File: src/rtl/vme_system_controller_pkg.sv
// Shared definitions for the slot-1 VME system controller: bus signal levels,
// arbiter state encoding and the bus request/grant level type.
package vme_system_controller_pkg;

    localparam logic ACTIVE   = 1'b0;
    localparam logic INACTIVE = 1'b1;

    localparam int BUS_LEVELS = 4;

    typedef logic [1:0] level_t;

    typedef enum logic [1:0] {
        ARB_IDLE   = 2'd0,
        ARB_GRANT  = 2'd1,
        ARB_BUSY   = 2'd2,
        ARB_SETTLE = 2'd3
    } arb_state_t;

    // Active-low bus grant pattern with only the selected level driven.
    function automatic logic [BUS_LEVELS-1:0] grant_mask(input level_t lvl);
        logic [BUS_LEVELS-1:0] mask;
        mask      = {BUS_LEVELS{INACTIVE}};
        mask[lvl] = ACTIVE;
        return mask;
    endfunction

endpackage

File: src/rtl/vme_system_controller_if.sv
// VME arbitration and data-transfer strobes seen by the system controller.
// The slave modport is the controller's view; master is the bus side.
interface vme_system_controller_if;
    import vme_system_controller_pkg::*;

    logic [BUS_LEVELS-1:0] vme_br_sync;
    logic                  vme_bbsy_sync;
    logic [1:0]            vme_ds_sync;
    logic                  vme_dtack_sync;
    logic                  vme_berr_sync;
    logic [BUS_LEVELS-1:0] vme_bg_out;
    logic                  vme_berr_out;

    modport master (
        output vme_br_sync,
        output vme_bbsy_sync,
        output vme_ds_sync,
        output vme_dtack_sync,
        output vme_berr_sync,
        input  vme_bg_out,
        input  vme_berr_out
    );

    modport slave (
        input  vme_br_sync,
        input  vme_bbsy_sync,
        input  vme_ds_sync,
        input  vme_dtack_sync,
        input  vme_berr_sync,
        output vme_bg_out,
        output vme_berr_out
    );

endinterface

File: src/rtl/vme_system_controller_bus_timer.sv
// Global VME bus timer: raises BERR when a data strobe stays unanswered for
// TIMEOUT_CYCLES clocks, holding it until both strobes are released.
module vme_bus_timer
    import vme_system_controller_pkg::*;
#(
    parameter int TIMEOUT_CYCLES = 800,
    parameter int TIMER_WIDTH    = 10
) (
    input  logic       clock,
    input  logic       reset,
    input  logic [1:0] ds_sync,
    input  logic       dtack_sync,
    input  logic       berr_sync,
    output logic       berr_out,
    output logic       timeout_event
);

    localparam logic [TIMER_WIDTH-1:0] TERMINAL = TIMER_WIDTH'(TIMEOUT_CYCLES - 1);

    logic [TIMER_WIDTH-1:0] count;
    logic                   ds_active;
    logic                   count_enable;

    assign ds_active    = (ds_sync[0] == ACTIVE) || (ds_sync[1] == ACTIVE);
    assign count_enable = ds_active && (dtack_sync == INACTIVE) && (berr_sync == INACTIVE);

    // The counter parks at TERMINAL; the edge that finds it there fires BERR,
    // so a DTACK arriving on that same edge still suppresses the timeout.
    always_ff @(negedge clock or negedge reset) begin
        if (!reset) begin
            count         <= '0;
            berr_out      <= INACTIVE;
            timeout_event <= 1'b0;
        end else begin
            timeout_event <= 1'b0;
            if (!ds_active) begin
                count    <= '0;
                berr_out <= INACTIVE;
            end else if (count_enable) begin
                if (count != TERMINAL) begin
                    count <= count + TIMER_WIDTH'(1);
                end else if (berr_out == INACTIVE) begin
                    berr_out      <= ACTIVE;
                    timeout_event <= 1'b1;
                end
            end
        end
    end

endmodule

File: src/rtl/vme_system_controller.sv
// Slot-1 VME system controller: round-robin arbiter for BR3..BR0 driving the
// BG daisy chain, plus the global bus timer.
module vme_system_controller
    import vme_system_controller_pkg::*;
#(
    parameter int NUM_LEVELS     = BUS_LEVELS,
    parameter int TIMEOUT_CYCLES = 800,
    parameter int TIMER_WIDTH    = 10,
    parameter int GRANT_TIMEOUT  = 64
) (
    input  logic                    clock,
    input  logic                    reset,
    input  logic                    arb_enable,
    vme_system_controller_if.slave  bus,
    output level_t                  grant_level,
    output logic                    bus_owned,
    output logic                    timeout_event
);

    localparam int WAIT_WIDTH = $clog2(GRANT_TIMEOUT + 1);
    localparam logic [WAIT_WIDTH-1:0] WAIT_LAST = WAIT_WIDTH'(GRANT_TIMEOUT - 1);

    arb_state_t              state;
    level_t                  last_level;
    logic [WAIT_WIDTH-1:0]   wait_cnt;
    logic [NUM_LEVELS-1:0]   req;
    logic                    bbsy_active;
    logic                    pick_valid;
    level_t                  pick_level;

    assign req         = ~bus.vme_br_sync;
    assign bbsy_active = (bus.vme_bbsy_sync == ACTIVE);

    // Round-robin search: last_level-1 first, last_level itself last. The
    // loop walks from furthest to nearest so the nearest request wins.
    always_comb begin
        pick_valid = 1'b0;
        pick_level = last_level;
        for (int i = NUM_LEVELS; i >= 1; i--) begin
            if (req[last_level - level_t'(i)]) begin
                pick_valid = 1'b1;
                pick_level = last_level - level_t'(i);
            end
        end
    end

    always_ff @(negedge clock or negedge reset) begin
        if (!reset) begin
            state          <= ARB_IDLE;
            bus.vme_bg_out <= '1;
            grant_level    <= '0;
            last_level     <= '0;
            bus_owned      <= 1'b0;
            wait_cnt       <= '0;
        end else begin
            case (state)
                ARB_IDLE: begin
                    bus.vme_bg_out <= '1;
                    if (arb_enable && pick_valid && !bbsy_active) begin
                        grant_level    <= pick_level;
                        bus.vme_bg_out <= grant_mask(pick_level);
                        wait_cnt       <= '0;
                        state          <= ARB_GRANT;
                    end
                end

                ARB_GRANT: begin
                    if (bbsy_active) begin
                        bus.vme_bg_out <= '1;
                        bus_owned      <= 1'b1;
                        last_level     <= grant_level;
                        state          <= ARB_BUSY;
                    end else if (wait_cnt == WAIT_LAST) begin
                        // Requester withdrew before taking the bus.
                        bus.vme_bg_out <= '1;
                        state          <= ARB_SETTLE;
                    end else begin
                        wait_cnt <= wait_cnt + WAIT_WIDTH'(1);
                    end
                end

                ARB_BUSY: begin
                    if (!bbsy_active) begin
                        bus_owned <= 1'b0;
                        state     <= ARB_SETTLE;
                    end
                end

                ARB_SETTLE: begin
                    bus.vme_bg_out <= '1;
                    state          <= ARB_IDLE;
                end

                default: begin
                    bus.vme_bg_out <= '1;
                    bus_owned      <= 1'b0;
                    state          <= ARB_IDLE;
                end
            endcase
        end
    end

    vme_bus_timer #(
        .TIMEOUT_CYCLES (TIMEOUT_CYCLES),
        .TIMER_WIDTH    (TIMER_WIDTH)
    ) u_bus_timer (
        .clock         (clock),
        .reset         (reset),
        .ds_sync       (bus.vme_ds_sync),
        .dtack_sync    (bus.vme_dtack_sync),
        .berr_sync     (bus.vme_berr_sync),
        .berr_out      (bus.vme_berr_out),
        .timeout_event (timeout_event)
    );

endmodule
File: src/flat_wrapper.sv
// flat-port wrapper written by rule: the top's interface ports become plain ports
module vme_system_controller_flat import vme_system_controller_pkg::*;
#(
    parameter int NUM_LEVELS     = BUS_LEVELS,
    parameter int TIMEOUT_CYCLES = 800,
    parameter int TIMER_WIDTH    = 10,
    parameter int GRANT_TIMEOUT  = 64
)
  (clock, reset, arb_enable, grant_level, bus_owned, timeout_event, bus_vme_br_sync, bus_vme_bbsy_sync, bus_vme_ds_sync, bus_vme_dtack_sync, bus_vme_berr_sync, bus_vme_bg_out, bus_vme_berr_out);
  vme_system_controller_if bus_i ();
  input  logic clock;
  input  logic reset;
  input  logic arb_enable;
  output level_t grant_level;
  output logic bus_owned;
  output logic timeout_event;
  input wire logic [$bits(bus_i.vme_br_sync)-1:0] bus_vme_br_sync;
  input wire logic [$bits(bus_i.vme_bbsy_sync)-1:0] bus_vme_bbsy_sync;
  input wire logic [$bits(bus_i.vme_ds_sync)-1:0] bus_vme_ds_sync;
  input wire logic [$bits(bus_i.vme_dtack_sync)-1:0] bus_vme_dtack_sync;
  input wire logic [$bits(bus_i.vme_berr_sync)-1:0] bus_vme_berr_sync;
  output wire logic [$bits(bus_i.vme_bg_out)-1:0] bus_vme_bg_out;
  output wire logic [$bits(bus_i.vme_berr_out)-1:0] bus_vme_berr_out;
  assign bus_i.vme_br_sync = bus_vme_br_sync;
  assign bus_i.vme_bbsy_sync = bus_vme_bbsy_sync;
  assign bus_i.vme_ds_sync = bus_vme_ds_sync;
  assign bus_i.vme_dtack_sync = bus_vme_dtack_sync;
  assign bus_i.vme_berr_sync = bus_vme_berr_sync;
  assign bus_vme_bg_out = bus_i.vme_bg_out;
  assign bus_vme_berr_out = bus_i.vme_berr_out;
  vme_system_controller #(.NUM_LEVELS(NUM_LEVELS), .TIMEOUT_CYCLES(TIMEOUT_CYCLES), .TIMER_WIDTH(TIMER_WIDTH), .GRANT_TIMEOUT(GRANT_TIMEOUT)) u_core (.clock(clock), .reset(reset), .arb_enable(arb_enable), .bus(bus_i), .grant_level(grant_level), .bus_owned(bus_owned), .timeout_event(timeout_event));
endmodule
File: config.mk
export PLATFORM = sky130hd
export DESIGN_NAME = vme_system_controller_flat
export DESIGN_NICKNAME = d
export VERILOG_FILES = /design/src/rtl/vme_system_controller_pkg.sv /design/src/rtl/vme_system_controller_if.sv /design/src/rtl/vme_system_controller_bus_timer.sv /design/src/rtl/vme_system_controller.sv /design/src/flat_wrapper.sv
export SDC_FILE = /design/constraint.sdc
export NUM_CORES = 1
export LEC_CHECK = 0
export BUFFER_PORTS_ARGS = -buffer_cell sky130_fd_sc_hd__buf_2
export CAP_MARGIN = 20
export CORE_ASPECT_RATIO = 1.75
export CORE_MARGIN = 2
export CORE_UTILIZATION = 35
export DETAILED_ROUTE_END_ITERATION = 10
export GPL_TIMING_DRIVEN = 0
export PLACE_DENSITY_LB_ADDON = 0.12
export SETUP_SLACK_MARGIN = 0.02
export SLEW_MARGIN = 20
export SYNTH_ARGS = -nofsm -noshare
export SYNTH_HDL_FRONTEND = slang
export SYNTH_HIERARCHICAL = 1
export SYNTH_SLANG_ARGS = --single-unit
File: constraint.sdc
create_clock -name clock -period 5.2 [get_ports clock]
set_input_delay 0 -clock clock [delete_from_list [all_inputs] [get_ports clock]]
set_output_delay 0 -clock clock [all_outputs]
set_load 0.03 [all_outputs]
; Word level (Yosys, flattened, before mapping)
; Cells that the tools add are included.
[word_totals]
register_bits = 30
latch_bits = 0
ramBits = 0
rom_bits = 0
in_bits = 12
out_inout_bits = 9
elab_cells = 100
n_memories = 0
[classes]
addsub = 5
mul = 0
div_mod_pow = 0
n_lt_le_gt_ge = 6
eq_ne = 14
n_shift = 0
muxes = 43
bitwise_logic = 5
reduce_logical = 18
[ops]
columns = operator, count
row1 = 2-to-1 mux 10 bit, 3
row2 = 2-to-1 mux 7 bit, 3
row3 = 2-to-1 mux 1 bit, 18
row4 = "less-than comparator 2 x 3 -> 1 bit, second input constant", 5
row5 = 2-to-1 mux 2 bit, 7
row6 = one-hot mux 7 bit (2 select lines), 1
row7 = 2-to-1 mux 4 bit, 3
row8 = one-hot mux 4 bit (3 select lines), 1
row9 = "adder 10 x 1 -> 10 bit, second input constant", 1
row10 = "!= test 10 bit, second input constant", 1
row11 = "!= test 2 bit, second input constant", 5
row12 = AND reduction 2 bit, 5
row13 = binary-select mux 1 bit (select 2 bit), 4
row14 = inverter 4 bit, 2
row15 = one-hot mux 2 bit (4 select lines), 1
row16 = "adder 7 x 1 -> 7 bit, second input constant", 1
row17 = "equality test 7 x 6 -> 1 bit, second input constant", 1
row18 = "!= test 2 x 1 -> 1 bit, second input constant", 3
row19 = AND reduction 3 bit, 2
row20 = logical AND 1 bit, 5
row21 = "equality test 2 bit, second input constant", 2
row22 = AND reduction 4 bit, 1
row23 = nonzero test 2 bit, 2
row24 = "subtractor 2 bit, second input constant", 2
row25 = other kinds (10), 12

; Logic depth before layout (Yosys ltp)
; Gate-level depths: netlist of run 1.
[depth]
word_depth = 13
mapped_depth = 6

; Cells and area by module
; The synthesis of run 1 kept the hierarchy.
[modules_own_cells]
columns = module, n_inst, cells_each, area_each_um2, seq_area_each_um2
row1 = vme_system_controller, 1, 114, 1104.8, 455.4
row2 = vme_bus_timer, 1, 68, 631.9, 301.5

==> reports/metrics.csv, run 1 <==
stage,metric,value,unit
synthesis,synthCells,182,
setup_path,arrival,3.65,ns
timing,rsz0062_at_grt,false,
timing,slew_headroom,0.560,
finish,fin_nets,230,
floorplan,initial_utilization,0.366,
routing,avgRoutedWirePerCell,14.9,µm
placed_design,gp_congestion,0.828,
global_route,grt_pass1_wl,6.73,mm
run_status,status,"complete, no violations",
finish,n_fill_cell,460,
setup_path,cp-end-kind,primary output,
floorplan,core_area,4750,µm²
setup_path,cpMaxStageDelayCell,dfstp_2,
cts,cts_sinks,30,
routing,drcViolationCount,0,
cts,clock_latency,0.34,ns
cts,clk_path_buf_depth,2,
synthesis,synth_top_area_frac,0.360,
synthesis,ys_seq_area_frac,0.436,
floorplan,die_area,5560,µm²
routing,dr.pass1.iters,4,
routing,drtIter0Drc,46,
cts,htreeDepth,2,
timing,fin_setup_tns,0,ns
timing,finalHoldViolCount,0,
synthesis,avgSynthCellArea,9.54,µm²
finish,antenna_cells,0,
finish,drive_gt1_frac,0.202,
power,ir_drop,0.225,mV
power,leakagePower,0.000899,µW
synthesis,synth_cell_types,51,
setup_path,crit_chain,buf_2,
hold_path,min_path_type,flip-flop to flip-flop,
setup_path,cp_top_family,flip-flops,
cts,numCtsBuffers,5,
synthesis,async_reset_ff_frac,1.00,
setup_path,required,5.20,ns
cts,cts_resized,0,
synthesis,synth_edf_count,0,
floorplan,ioPinCount,21,
placed_design,dp_hpwl,3.10,mm
routing,postRouteAntennaNets,0,
cts,cts_root_buf,clkbuf_8,
setup_path,max_stage_delay,0.53,ns
synthesis,synthFlopType,dfrtn_1,
setup_path,path_buf_inv,1,
synthesis,syn_nets,200,
cts,cts_setup_buffers,0,
global_route,grt_pass1_vias,1543,
synthesis,ys_ff_latch,30,
synthesis,yosysWarningCount,6,
placed_design,port_buffers,20,
cts,cts_tree,yes,
synthesis,yosys-top-cells-area,"dfrtn_1 (36%), dfstp_2 (7.6%), ha_1 (4.3%)",
timing,worst_slew_pin_slew,0.659,ns
routing,drt-total-wl,3.95,mm
setup_path,critical_path.max_fanout,3,
setup_path,crit_type,flip-flop to primary output,
timing,setup_viol,0,
routing,vias,1499,
floorplan,die_x,57.3,µm
setup_path,crit_path_start_kind,flip-flop,
synthesis,netlist_area,1740,µm²
global_route,grt_use_total,0.153,
finish,utilization,0.422,
global_route,overflow,0,
run,drv_cap,0,
timing,drv_slew,0,
synthesis,yosysTopAreaCell,dfrtn_1,
cts,clkTransAtPathRegs,0.04,ns
timing,clock_skew,0.0559,ns
floorplan,die_h,97.2,µm
finish,syn_to_final_growth,15.4,%
global_route,antenna_found_initial,0,
power,power.density,462,nW/µm²
global_route,grt_max_degree,31,
floorplan,rows,33,
cts,hold_buffers,0,
routing,vias_per_cell,5.66,
## cells in the mapped netlist, drive strengths merged, types with 4 or more instances
library cell and n:
a21oi 5, a31oi 4, and2 5, and3 5, dfrtn 25, dfstp 5
ha 6, inv 7, mux2 4, nand2 17, nand3 9, nor2 16
nor2b 4, nor3 7, o21ai 15, o32a 4, xnor2 4
## stage by stage
| step | power [µW] | hold WS (ns) | worst slack [ns] | std cells | instance area (µm²) |
|---|---|---|---|---|---|
| 6_report | 926 | 0.449 | 1.55 | 265 | 2000 |
| 5_1_grt | 1000 | 0.493 | 1.51 | 265 | 2000 |
| 4_1_cts | 936 | 0.450 | 1.54 | 265 | 2000 |
| 3_5_place_dp | 734 | 0.445 | 1.29 | 254 | 1900 |
| 3_3_place_gp | 720 | 0.444 | 1.31 | 254 | 1900 |
| 2_1_floorplan | 628 | 0.409 | 1.57 | 182 | 1740 |
## cells by family (layout without fill, tap and decap cells)
logic type | after synthesis | in the layout | share of synthesized area
simple gates | 79 | 79 | 0.247
flops | 30 | 30 | 0.436
fa+ha+maj | 6 | 6 | 0.0432
mux | 5 | 5 | 0.0317
xor+xnor | 5 | 5 | 0.0252
buf+inv | 11 | 42 | 0.0252
compound gates | 46 | 46 | 0.192
## routing by layer
metal,up-vias,track usage,part of all wire
met5,-,0,0
li1,730,-,-
met2,36,0.290,0.57
met1,719,0.148,0.36
met3,14,0.0280,0.033
met4,0,0.0823,0.039
## sequential cells by signal, summed over array words and instances (netlist names)
name                              flops
u_core/last_level                     2
u_core/state                          2
u_core/wait_cnt                       7
u_core/u_bus_timer/timeout_event      1
u_core/bus.vme_bg_out                 4
u_core/u_bus_timer/berr_out           1
u_core/bus_owned                      1
u_core/u_bus_timer/count             10
u_core/grant_level                    2
## power breakdown
part	internal, µW	total [µW]	switching, µW
logic	148	378	229
clock network	112	209	97.2
registers	294	339	45.0
total	554	926	371
## final timing paths
path	slack, ns	cells after the start	start	end
setup reg to reg	3.24	5	u_core/state[0]	u_core/last_level[0]
max in group asynchronous	2.50	1	reset	u_core/u_bus_timer/berr_out
min in group asynchronous	2.23	1	reset	u_core/bus_owned
setup / recovery	1.55	1	u_core/u_bus_timer/berr_out	bus_vme_berr_out
hold / removal	0.45	1	u_core/u_bus_timer/count[4]	u_core/u_bus_timer/count[4]
hold reg to reg	0.45	1	u_core/u_bus_timer/count[4]	u_core/u_bus_timer/count[4]
## cell usage in the layout (no fill, tap or decap), types with 2 or more instances in the layout
| cell | n |
|---|---|
| a31oi_1 | 4 |
| clkbuf_1 | 3 |
| buf_2 | 22 |
| a211oi_1 | 3 |
| nand4b_1 | 2 |
| o32a_1 | 4 |
| o31a_1 | 2 |
| nor3_1 | 6 |
| mux2_1 | 4 |
| o21ai_0 | 7 |
| a21oi_1 | 4 |
| ha_1 | 6 |
| nor2_1 | 16 |
| dfstp_2 | 5 |
| inv_1 | 9 |
| o22a_1 | 2 |
| and3_1 | 5 |
| and2_1 | 4 |
| nor4_1 | 2 |
| a211o_1 | 3 |
| clkbuf_8 | 6 |
| nand4_1 | 2 |
| o21ai_1 | 8 |
| nor2b_1 | 4 |
| nand2_1 | 17 |
| or4_1 | 2 |
| nand3_1 | 8 |
| dfrtn_1 | 25 |
| xnor2_1 | 4 |
## cell type report
type	count	area, µm²	area share
multi-input combinational	141	936	0.467
sequential	30	757	0.378
timing repair buffer	20	100	0.0499
clock buffer	7	86.3	0.0431
tap	52	65.1	0.0325
clock inverter	6	23.8	0.0119
inverter	5	18.8	0.00936
buffer	4	17.5	0.00874
Power figures use the tool's default switching activity.
==> run 2: changes to the inputs <==
Settings changed: ABC_AREA from default to 1.
Clock period 5.2 ns to 3.1 ns, I/O delays scaled along.
==> reports/metrics.csv, run 2 <==
stage,metric,value,unit
global_route,overflow,0,
floorplan,ioPinCount,21,
synthesis,synthFlopType,dfrtn_1,
setup_path,cp_top_family,flip-flops,
setup_path,crit_path_start_kind,flip-flop,
cts,hold_buffers,0,
routing,dr.pass1.iters,4,
finish,syn_to_final_growth,14.9,%
setup_path,cp-end-kind,primary output,
routing,avgRoutedWirePerCell,11.0,µm
run,drv_cap,0,
finish,antenna_cells,0,
power,total_power,1720,µW
setup_path,max_stage_delay,0.53,ns
routing,postRouteAntennaNets,0,
cts,cts_root_buf,clkbuf_8,
synthesis,synth_common_cells,"nand2_1 (83), nor2_1 (33), inv_1 (32)",
timing,slew_headroom,0.540,
synthesis,avgSynthCellArea,7.22,µm²
finish,top_register,u_core/u_bus_timer/count,
synthesis,yosysWarningCount,6,
routing,vias_per_cell,4.63,
setup_path,arrival,2.61,ns
finish,n_fill_cell,607,
floorplan,die_h,103,µm
cts,numCtsBuffers,5,
routing,drcViolationCount,0,
power,power.density,763,nW/µm²
synthesis,synthCells,272,
floorplan,die_x,60.6,µm
setup_path,cpMaxStageDelayCell,dfstp_2,
setup_path,regToRegStartpoint,u_core/wait_cnt[1],
finish,fin_nets,320,
finish,largestRegisters,"u_core/u_bus_timer/count (10), u_core/wait_cnt (7), u_core/bus.vme_bg_out (4)",
timing,drv_slew,0,
finish,final_cell_area,2250,µm²
synthesis,yosys-top-cells-area,"dfrtn_1 (32%), nand2_1 (16%), dfstp_2 (6.7%)",
global_route,grt_use_total,0.150,
timing,setup_viol,0,
setup_path,reg2reg_slack,1.41,ns
routing,drtIter0Drc,46,
cts,clkTransAtPathRegs,0.05,ns
setup_path,crit_type,flip-flop to primary output,
setup_path,required,3.10,ns
synthesis,synth_edf_count,0,
setup_path,critical_path.max_fanout,3,
hold_path,min_path_type,flip-flop to flip-flop,
synthesis,yosysTopAreaCell,dfrtn_1,
synthesis,synth_most_common_cell,nand2_1,
timing,fin_setup_tns,0,ns
synthesis,synth_top_area_frac,0.319,
synthesis,async_reset_ff_frac,1.00,
finish,largest_reg_flops,10,
routing,vias,1753,
global_route,grt_pass1_wl,7.00,mm
cts,htreeDepth,2,
cts,cts_setup_buffers,0,
synthesis,synth_cell_types,34,
global_route,grt_max_degree,31,
timing,whs,0.437,ns
floorplan,core_area,5500,µm²
floorplan,initial_utilization,0.357,
timing,finalHoldViolCount,0,
synthesis,netlist_area,1960,µm²
setup_path,path_depth,1,
global_route,antenna_found_initial,0,
floorplan,die_area,6250,µm²
cts,cts_sinks,30,
finish,drive_gt1_frac,0.211,
cts,clock_latency,0.34,ns
finish,seq_area,757,µm²
placed_design,port_buffers,20,
setup_path,startpoint,u_core/u_bus_timer/berr_out,
placed_design,gp_congestion,0.793,
cts,cts_tree,yes,
hold_path,min_delay_path_depth,1,
synthesis,ys_seq_area_frac,0.386,
synthesis,syn_nets,290,
placed_design,placedInstanceArea,2160,µm²
cts,cts_resized,0,
setup_path,endpoint,bus_vme_berr_out,
synthesis,ys_ff_latch,30,
setup_path,path_buf_inv,1,
timing,rsz0062_at_grt,false,
setup_path,reg2reg_depth,10,
routing,drt-total-wl,4.15,mm
floorplan,rows,36,
power,leakagePower,0.00115,µW
finish,multi_input_comb_area,1010,µm²
run_status,status,"complete, no violations",
power,ir_drop,0.246,mV
placed_design,dp_hpwl,3.25,mm
setup_path,crit_chain,buf_2,
global_route,grt_pass1_vias,1617,
setup_path,reg2reg_to,u_core/wait_cnt[4],
finish,mostFrequentLayoutCell,nand2_1,
cts,clk_path_buf_depth,2,
timing,worst_slew_pin_slew,0.690,ns
timing,clock_skew,0.0537,ns
finish,layout_common_cells,"nand2_1 (83), inv_1 (35), nor2_1 (33)",
-- run 2: cell types whose count changed after synthesis, moves of 5 or more --
cell,delta
and3_1,-5
inv_1,+26
nand2_1,+66
nand2_2,+6
nand3_1,+14
nor2_1,+17
o21ai_0,+6
o21ai_1,-7
-- run 2: power by group --
part / switching, µW / total [µW] / internal [µW]
Sequential: 66.9 / 562 / 496
Combinational: 543 / 822 / 279
Clock: 171 / 335 / 165
Total: 781 / 1720 / 939
-- run 2: layout make-up --
type / count / area share
clock inverter: 7 / 0.0139
inverter: 36 / 0.0633
sequential: 30 / 0.336
buffer: 4 / 0.0194
clock buffer: 6 / 0.0322
multi-input combinational: 200 / 0.449
timing repair buffer: 20 / 0.0444
tap: 76 / 0.0422
-- run 2: how the worst min path moves through the flow --
stage	from	to	slack, ns
2_1_floorplan	u_core/wait_cnt[4]	u_core/wait_cnt[4]	0.42
3_3_place_gp	u_core/wait_cnt[4]	u_core/wait_cnt[4]	0.44
3_5_place_dp	u_core/wait_cnt[4]	u_core/wait_cnt[4]	0.44
4_1_cts	u_core/wait_cnt[4]	u_core/wait_cnt[4]	0.44
5_1_grt	u_core/wait_cnt[4]	u_core/wait_cnt[4]	0.46
6_report	u_core/wait_cnt[4]	u_core/wait_cnt[4]	0.44
-- run 2: cells by family (layout without fill, tap and decap cells) --
logic type | after synthesis | count (layout) | share of synthesized area
and+or+nand+nor | 160 | 160 | 0.367
AOI/OAI and AO/OA | 31 | 31 | 0.0969
DFF | 30 | 30 | 0.386
adders and majority gates | 6 | 6 | 0.0382
xor gates and xnor gates | 3 | 3 | 0.0134
buffers and inverters | 42 | 73 | 0.0988
-- run 2: per-layer routing --
metal | share of wire | routed length (µm) | track usage | up-vias
met2 | 0.56 | 2310 | 0.289 | 32
met1 | 0.38 | 1570 | 0.142 | 796
met5 | 0 | 0 | 0 | -
li1 | - | - | - | 912
met3 | 0.029 | 120 | 0.0276 | 13
met4 | 0.037 | 155 | 0.0803 | 0
-- run 2: per-stage QoR --
step           cells  worst slack [ns]   util
2_1_floorplan    272             0.741      -
3_3_place_gp     368             0.458  0.393
3_5_place_dp     368             0.468  0.393
4_1_cts          379             0.477  0.410
5_1_grt          379             0.449  0.410
6_report         379             0.491  0.410
